--- src/rtl/conv_stripe_sequencer.sv ---
// conv_stripe_sequencer: loop sequencer for one conv layer's feature/weight stripe fetch traffic.
// Ports: clk/rst_n (async active-low); start + cfg_* latched when idle;
//   dat_ch_go/wt_ch_go gate the two request channels; feat_req_* / wt_req_* are vld/rdy beat
//   requests; wout_loop_end_comb / wt_last_comb are per-group end-of-use pulses; busy/done status.
module conv_stripe_sequencer #(
  parameter int CNT_W = 16,
  parameter int GRP_W = 8
) (
  input  logic             clk,
  input  logic             rst_n,
  input  logic             start,
  input  logic [CNT_W-1:0] cfg_chin_kykx,
  input  logic [CNT_W-1:0] cfg_wout,
  input  logic [CNT_W-1:0] cfg_hout,
  input  logic [GRP_W-1:0] cfg_cout_grp,
  input  logic             dat_ch_go,
  input  logic             wt_ch_go,
  output logic             feat_req_vld,
  input  logic             feat_req_rdy,
  output logic             feat_req_last,
  output logic             wt_req_vld,
  input  logic             wt_req_rdy,
  output logic             wout_loop_end_comb,
  output logic             wt_last_comb,
  output logic             busy,
  output logic             done
);
  typedef enum logic [1:0] {S_IDLE, S_RUN, S_FIN} state_t;
  state_t state_q, state_d;
  logic [CNT_W-1:0] chin_max_q, chin_max_d, wout_max_q, wout_max_d, hout_max_q, hout_max_d;
  logic [GRP_W-1:0] grp_max_q, grp_max_d;
  logic [CNT_W-1:0] wck_q, wck_d, wh_q, wh_d;
  logic [GRP_W-1:0] wg_q, wg_d;
  logic [CNT_W-1:0] dck_q, dck_d, dw_q, dw_d, dh_q, dh_d;
  logic [GRP_W-1:0] dg_q, dg_d;
  logic             wt_act_q, wt_act_d, dat_act_q, dat_act_d;
  logic             cfg_zero, wt_hs, dat_hs;
  logic             wck_end, wg_end, wh_end, dck_end, dw_end, dg_end, dh_end;
  assign cfg_zero = (cfg_chin_kykx == '0) | (cfg_wout == '0) | (cfg_hout == '0) | (cfg_cout_grp == '0);
  assign wck_end  = wck_q == chin_max_q;
  assign wg_end   = wg_q == grp_max_q;
  assign wh_end   = wh_q == hout_max_q;
  assign dck_end  = dck_q == chin_max_q;
  assign dw_end   = dw_q == wout_max_q;
  assign dg_end   = dg_q == grp_max_q;
  assign dh_end   = dh_q == hout_max_q;
  assign wt_req_vld         = wt_act_q & wt_ch_go;
  assign feat_req_vld       = dat_act_q & dat_ch_go;
  assign wt_hs              = wt_req_vld & wt_req_rdy;
  assign dat_hs             = feat_req_vld & feat_req_rdy;
  // Gated by dat_active so the idle max==0 compare never shows up as a stray last flag.
  assign feat_req_last      = dat_act_q & dck_end;
  assign wt_last_comb       = wt_hs & wck_end;
  assign wout_loop_end_comb = dat_hs & dck_end & dw_end;
  assign busy               = state_q == S_RUN;
  assign done               = state_q == S_FIN;
  always_comb begin
    state_d    = state_q;
    chin_max_d = chin_max_q;
    wout_max_d = wout_max_q;
    hout_max_d = hout_max_q;
    grp_max_d  = grp_max_q;
    wck_d      = wck_q;
    wg_d       = wg_q;
    wh_d       = wh_q;
    dck_d      = dck_q;
    dw_d       = dw_q;
    dg_d       = dg_q;
    dh_d       = dh_q;
    wt_act_d   = wt_act_q;
    dat_act_d  = dat_act_q;
    if (state_q != S_RUN && start) begin
      chin_max_d = cfg_chin_kykx - CNT_W'(1);
      wout_max_d = cfg_wout - CNT_W'(1);
      hout_max_d = cfg_hout - CNT_W'(1);
      grp_max_d  = cfg_cout_grp - GRP_W'(1);
      wck_d      = '0;
      wg_d       = '0;
      wh_d       = '0;
      dck_d      = '0;
      dw_d       = '0;
      dg_d       = '0;
      dh_d       = '0;
      wt_act_d   = !cfg_zero;
      dat_act_d  = !cfg_zero;
      state_d    = cfg_zero ? S_FIN : S_RUN;
    end else if (state_q == S_RUN) begin
      // Weight odometer: wck -> wg -> wh.
      if (wt_hs) begin
        wck_d = wck_end ? '0 : wck_q + CNT_W'(1);
        if (wck_end) begin
          wg_d = wg_end ? '0 : wg_q + GRP_W'(1);
          if (wg_end) begin
            wh_d = wh_end ? '0 : wh_q + CNT_W'(1);
            wt_act_d = !wh_end;
          end
        end
      end
      // Data odometer: dck -> dw -> dg -> dh.
      if (dat_hs) begin
        dck_d = dck_end ? '0 : dck_q + CNT_W'(1);
        if (dck_end) begin
          dw_d = dw_end ? '0 : dw_q + CNT_W'(1);
          if (dw_end) begin
            dg_d = dg_end ? '0 : dg_q + GRP_W'(1);
            if (dg_end) begin
              dh_d = dh_end ? '0 : dh_q + CNT_W'(1);
              dat_act_d = !dh_end;
            end
          end
        end
      end
      state_d = (!wt_act_q && !dat_act_q) ? S_FIN : S_RUN;
    end else if (state_q == S_FIN) begin
      state_d = S_IDLE;
    end
  end
  always_ff @(posedge clk or negedge rst_n) begin
    if (!rst_n) begin
      state_q    <= S_IDLE;
      chin_max_q <= '0;
      wout_max_q <= '0;
      hout_max_q <= '0;
      grp_max_q  <= '0;
      wck_q      <= '0;
      wg_q       <= '0;
      wh_q       <= '0;
      dck_q      <= '0;
      dw_q       <= '0;
      dg_q       <= '0;
      dh_q       <= '0;
      wt_act_q   <= 1'b0;
      dat_act_q  <= 1'b0;
    end else begin
      state_q    <= state_d;
      chin_max_q <= chin_max_d;
      wout_max_q <= wout_max_d;
      hout_max_q <= hout_max_d;
      grp_max_q  <= grp_max_d;
      wck_q      <= wck_d;
      wg_q       <= wg_d;
      wh_q       <= wh_d;
      dck_q      <= dck_d;
      dw_q       <= dw_d;
      dg_q       <= dg_d;
      dh_q       <= dh_d;
      wt_act_q   <= wt_act_d;
      dat_act_q  <= dat_act_d;
    end
  end
endmodule

--- config.mk ---
export PLATFORM = sky130hd
export DESIGN_NAME = conv_stripe_sequencer
export DESIGN_NICKNAME = d
export VERILOG_FILES = /design/src/rtl/conv_stripe_sequencer.sv
export SDC_FILE = /design/constraint.sdc
export NUM_CORES = 1
export LEC_CHECK = 0
export CELL_PAD_IN_SITES_DETAIL_PLACEMENT = 2
export CELL_PAD_IN_SITES_GLOBAL_PLACEMENT = 2
export CORE_ASPECT_RATIO = 0.7
export CORE_MARGIN = 5
export CORE_UTILIZATION = 25
export CTS_BUF_LIST = sky130_fd_sc_hd__clkbuf_4
export DETAILED_ROUTE_END_ITERATION = 8
export HOLD_SLACK_MARGIN = 0.02
export PLACE_DENSITY_LB_ADDON = 0.1
export SYNTH_ARGS = -nofsm -noshare
export SYNTH_HDL_FRONTEND = slang
export SYNTH_SLANG_ARGS = --single-unit
--- constraint.sdc ---
create_clock -name clk -period 2.87 [get_ports clk]
set_input_delay 0.287 -clock clk [delete_from_list [all_inputs] [get_ports clk]]
set_output_delay 0.287 -clock clk [all_outputs]
set_load 0.01 [all_outputs]
==> impl.org <==
** Critical path
- Worst Reg-to-Reg Cells :: 8
- Minimum setup slack among reg-to-reg paths :: 0.29 ns
- In this design, the stage delay of the slowest critical-path cell is 0.48 ns.
- Required time worst endpoint :: 2.58 ns
- Critical path arrival :: 2.41 ns
- Cells along the critical path :: xor2_1 -> nor4_2 -> and4_4 -> buf_4 -> and4_4 -> buf_2
- The setup path with the least slack is of type flip-flop to output port.
- Type of destination of the critical path :: output port
- In this run the worst path has a maximum fanout of 3.
- Most common cell on crit path :: and4_4
- Crit-path slowest cell :: dfrtp_2
- In this run the worst setup path begins at chin_max_q[6].
- Worst Setup Start Kind :: flip-flop
- The worst register-to-register path ends at wg_q[3].
- Startpoint of the worst-slack reg-to-reg timing path :: wck_q[11]

** STA
- Share of the clock period used by the worst path after layout :: 93.9%
- Transition at the pin with the smallest max-transition slack :: 0.659 ns
- Setup repair after global routing missed its margin :: no
- Max Clk Rate :: 371 MHz
- Max-slew violations :: 0
- After layout, the minimum clock period comes to 2.69 ns.
- In the final timing run, aggregate negative setup slack is 0 ns.
- Between clock sinks in the finished design, the worst skew comes to 0.0306 ns.
- Number of setup violations in the final report :: 0
- Max transition margin :: 55.6%
- Hold Violations, Final :: 0

** Routing
- Detailed-route wire length :: 32.6 mm
- The routed design uses 13.5 mm of met2 wire.
- Using the TritonRoute via totals, the vias-per-cell ratio works out to 4.88.
- Detailed routing placed a total of 863 um of wire on met3.
- Number of design rule violations left after detail routing :: 0
- Dividing the detail-routed wire length by the instance count gives 19.6 um.
- The count of nets left with antenna violations once routing finished came out at 0.
- Routed length on met1 :: 18.0 mm
- Detailed routing inserted a total of 8,084 vias.
- Violation count after the first detailed-route iteration :: 382
- The first detailed-routing pass took 4 iterations.
- In this run the top signal layer used is met4.

** Logic synthesis
- After synthesis, the most frequently instantiated cells are dfrtp_1 (156), xnor2_1 (123), nand2_1 (121), o21ai_0 (104), nor2_1 (82).
- dfrtp_1 is the most common cell in the netlist.
- After synthesis the netlist holds a flip-flop and latch count of 156.
- In the synthesized netlist, the number of instances is 1,052.
- The number of nets handed over by synthesis was 1,132.
- After synthesis the cells add up to 9370 sq um.
- After synthesis, the netlist uses 58 different library cells.
- Summed over its instances, the top area cell type makes up 41.6% of the synthesized netlist area.
- After synthesis, the cell types taking the most area are dfrtp_1 (42%), xnor2_1 (11%), o21ai_0 (5.6%).
- Dominant synthesized flop cell :: dfrtp_1
- The share of the Yosys chip area taken by registers is 41.6%.
- Of all cell types, the one taking the most synthesized area is dfrtp_1.
- After synthesis, the share of flip-flops with an asynchronous set or reset is 100%.
- Total of warnings raised by yosys :: 0
- Post-Syn Area per Cell :: 8.91 sq um
- In this run, synthesis inferred 0 flip-flops with an integrated enable.

** Clock network
- TritonCTS Sinks :: 156
- Largest buffer count on any clock path :: 2
- Clock root buffer master :: clkbuf_4
- TritonCTS created 17 clock buffers.
- TritonCTS clock tree :: yes
- Clock latency on the worst-skew pair, taken at its later pin, is 0.62 ns.
- The H-tree generated during clock tree synthesis spans 4 levels.
- After clock tree synthesis, the clock-pin slew on the worst setup and hold paths is 0.16 ns.

** Power
- Max VDD drop :: 0.306 mV
- Leakage :: 4.38 nW
- Of the total power, registers draw 45.8%.
- Logic gate share of total power :: 36.3%
- Internal power of the cells :: 0.00459 W
- In this run the power spent charging and discharging nets is 0.00331 W.
- Dividing total power by cell area gives a power density of 700 nW/um^2.
- Switching Fraction :: 41.9%
- The clock network burns 17.8% of the power.

** Place
- Number of port buffers :: 69
- Final HPWL from detailed placement :: 25.0 mm
- Final RePlAce weighted congestion :: 0.750
- Placed insts :: 1,608

** Floorplan
- The die covers 41,500 sq um.
- Core area :: 37,100 sq um
- Once the floorplan was initialized, standard cells occupied 25.2% of the core.
- 70 I/O pins were placed.
- Die boundary width :: 241 um
- The die is 172 um tall.
- The floorplan has 59 rows.

** Cells and area
- The post-route netlist has 10.4% of its cells at a drive strength greater than 1.
- Cell Count, Final, Fillers Out :: 1,658
- Final Net Count :: 1,236
- The layout has 4,213 filler cells.
- Final core area utilization :: 30.4%
- Growth of design area from synthesis to finish :: 20.3%

** Global route
- Entering global routing, the biggest net connects 74 pins.
- The first global-routing pass estimated 52.3 mm of wire.
- Global routing used 16.2% of the available tracks across all layers.
- Total global routing overflow :: 0
- Initial antenna violation count :: 2
- The number of global-route vias before repair was 8,737.

** Outcome
- The flow ran to the end, and the final reports show no timing, DRC or antenna violations.

** Worst hold path
- Path class of the lowest-slack min-delay path :: input port to asynchronous set/reset pin

** Run
- Max-cap violation count :: 0
layout make-up:
class / count / area [sq um] / area share (%)
flip-flops and latches: 156 / 3910 / 34.7
clock buffers: 20 / 150 / 1.33
multi-input cells: 828 / 5240 / 46.4
repair buffers: 128 / 1150 / 10.2
well taps: 488 / 611 / 5.41
clock inverters: 12 / 121 / 1.08
inverters: 25 / 93.8 / 0.832
diodes: 1 / 2.50 / 0.0222
metal layers:
metal / vias up / GRT usage [%]
met5: - / 0
met4: 0 / 2.72
met3: 10 / 2.89
met2: 59 / 23.3
met1: 4100 / 25.4
li1: 3915 / -
worst max-delay path, delay by kind of cell (launching register included):
kind,cells,cell delay (ns)
AND/OR/NAND/NOR,3,0.87
flip-flops,1,0.48
buffers and inverters,2,0.27
XOR/XNOR,1,0.19
flip-flops by register name (all words and copies together), names as in the netlist, 16 cells and up:
signal      cells
chin_max_q     16
dck_q          16
dh_q           16
dw_q           16
hout_max_q     16
wck_q          16
wh_q           16
wout_max_q     16
stage by stage:
stage          hold slack, ns  instance area (sq um)  total power [W]  setup slack [ns]
2_1_floorplan        -0.00859                   9370          0.00516             0.711
3_3_place_gp            0.312                  10800          0.00641           -0.0479
3_5_place_dp            0.318                  10800          0.00650            -0.153
4_1_cts                 0.150                  11300          0.00805            0.0782
5_1_grt                 0.191                  11300          0.00853            0.0148
6_report                0.173                  11300          0.00790             0.176
kinds of logic after synthesis:
| logic type | after synthesis | share of synthesized area, % |
|---|---|---|
| DFF | 156 | 41.6 |
| xor gates and xnor gates | 166 | 15.5 |
| buffers and inverters | 68 | 3.02 |
| muxes | 2 | 0.214 |
| AOI/OAI and AO/OA | 207 | 13.5 |
| adders and majority gates | 17 | 2.27 |
| and+or+nand+nor | 436 | 23.8 |
worst max-delay path by stage:
stage / end / slack, ns / cells past startpoint
after detailed placement: state_q[0] / -0.15 / 6
after floorplan: dck_q[10] / 0.71 / 8
after global routing: wout_loop_end_comb / 0.01 / 6
after global placement: state_q[0] / -0.05 / 6
final: wout_loop_end_comb / 0.18 / 6
after CTS: wout_loop_end_comb / 0.08 / 6
cells in the final DEF (no fill, tap or decap), types with 22 or more instances in the layout:
| cell | synthesis | layout |
|---|---|---|
| nor3_1 | 28 | 28 |
| inv_1 | 25 | 25 |
| buf_4 | 1 | 55 |
| nand4_1 | 33 | 33 |
| and3_1 | 22 | 22 |
| xor2_1 | 43 | 43 |
| nor2_1 | 82 | 82 |
| xnor2_1 | 123 | 123 |
| o21ai_0 | 104 | 104 |
| nand2_1 | 121 | 121 |
| nand3_1 | 46 | 46 |
| clkdlybuf4s50_1 | 0 | 65 |
| dfrtp_1 | 156 | 149 |
repair_timing:
| action | 4_1_cts | 5_1_grt |
|---|---|---|
| resized for setup | 21 | 2 |
| hold endpoints to repair | 51 | 0 |
| gates cloned | 0 | 0 |
| setup buffers | 15 | 1 |
| hold buffers | 1 | 0 |
| pin swaps | 9 | 1 |
| setup endpoints to repair | 3 | 3 |
power groups by stage:
stage / clock [W] / combinational, W / sequential, W
2_1_floorplan: 0 / 0.00187 / 0.00329
3_3_place_gp: 0 / 0.00272 / 0.00369
3_5_place_dp: 0 / 0.00279 / 0.00371
4_1_cts: 0.00149 / 0.00291 / 0.00365
5_1_grt: 0.00157 / 0.00324 / 0.00373
6_report: 0.00141 / 0.00287 / 0.00362
Note: power is estimated with default switching activity, not from simulation.
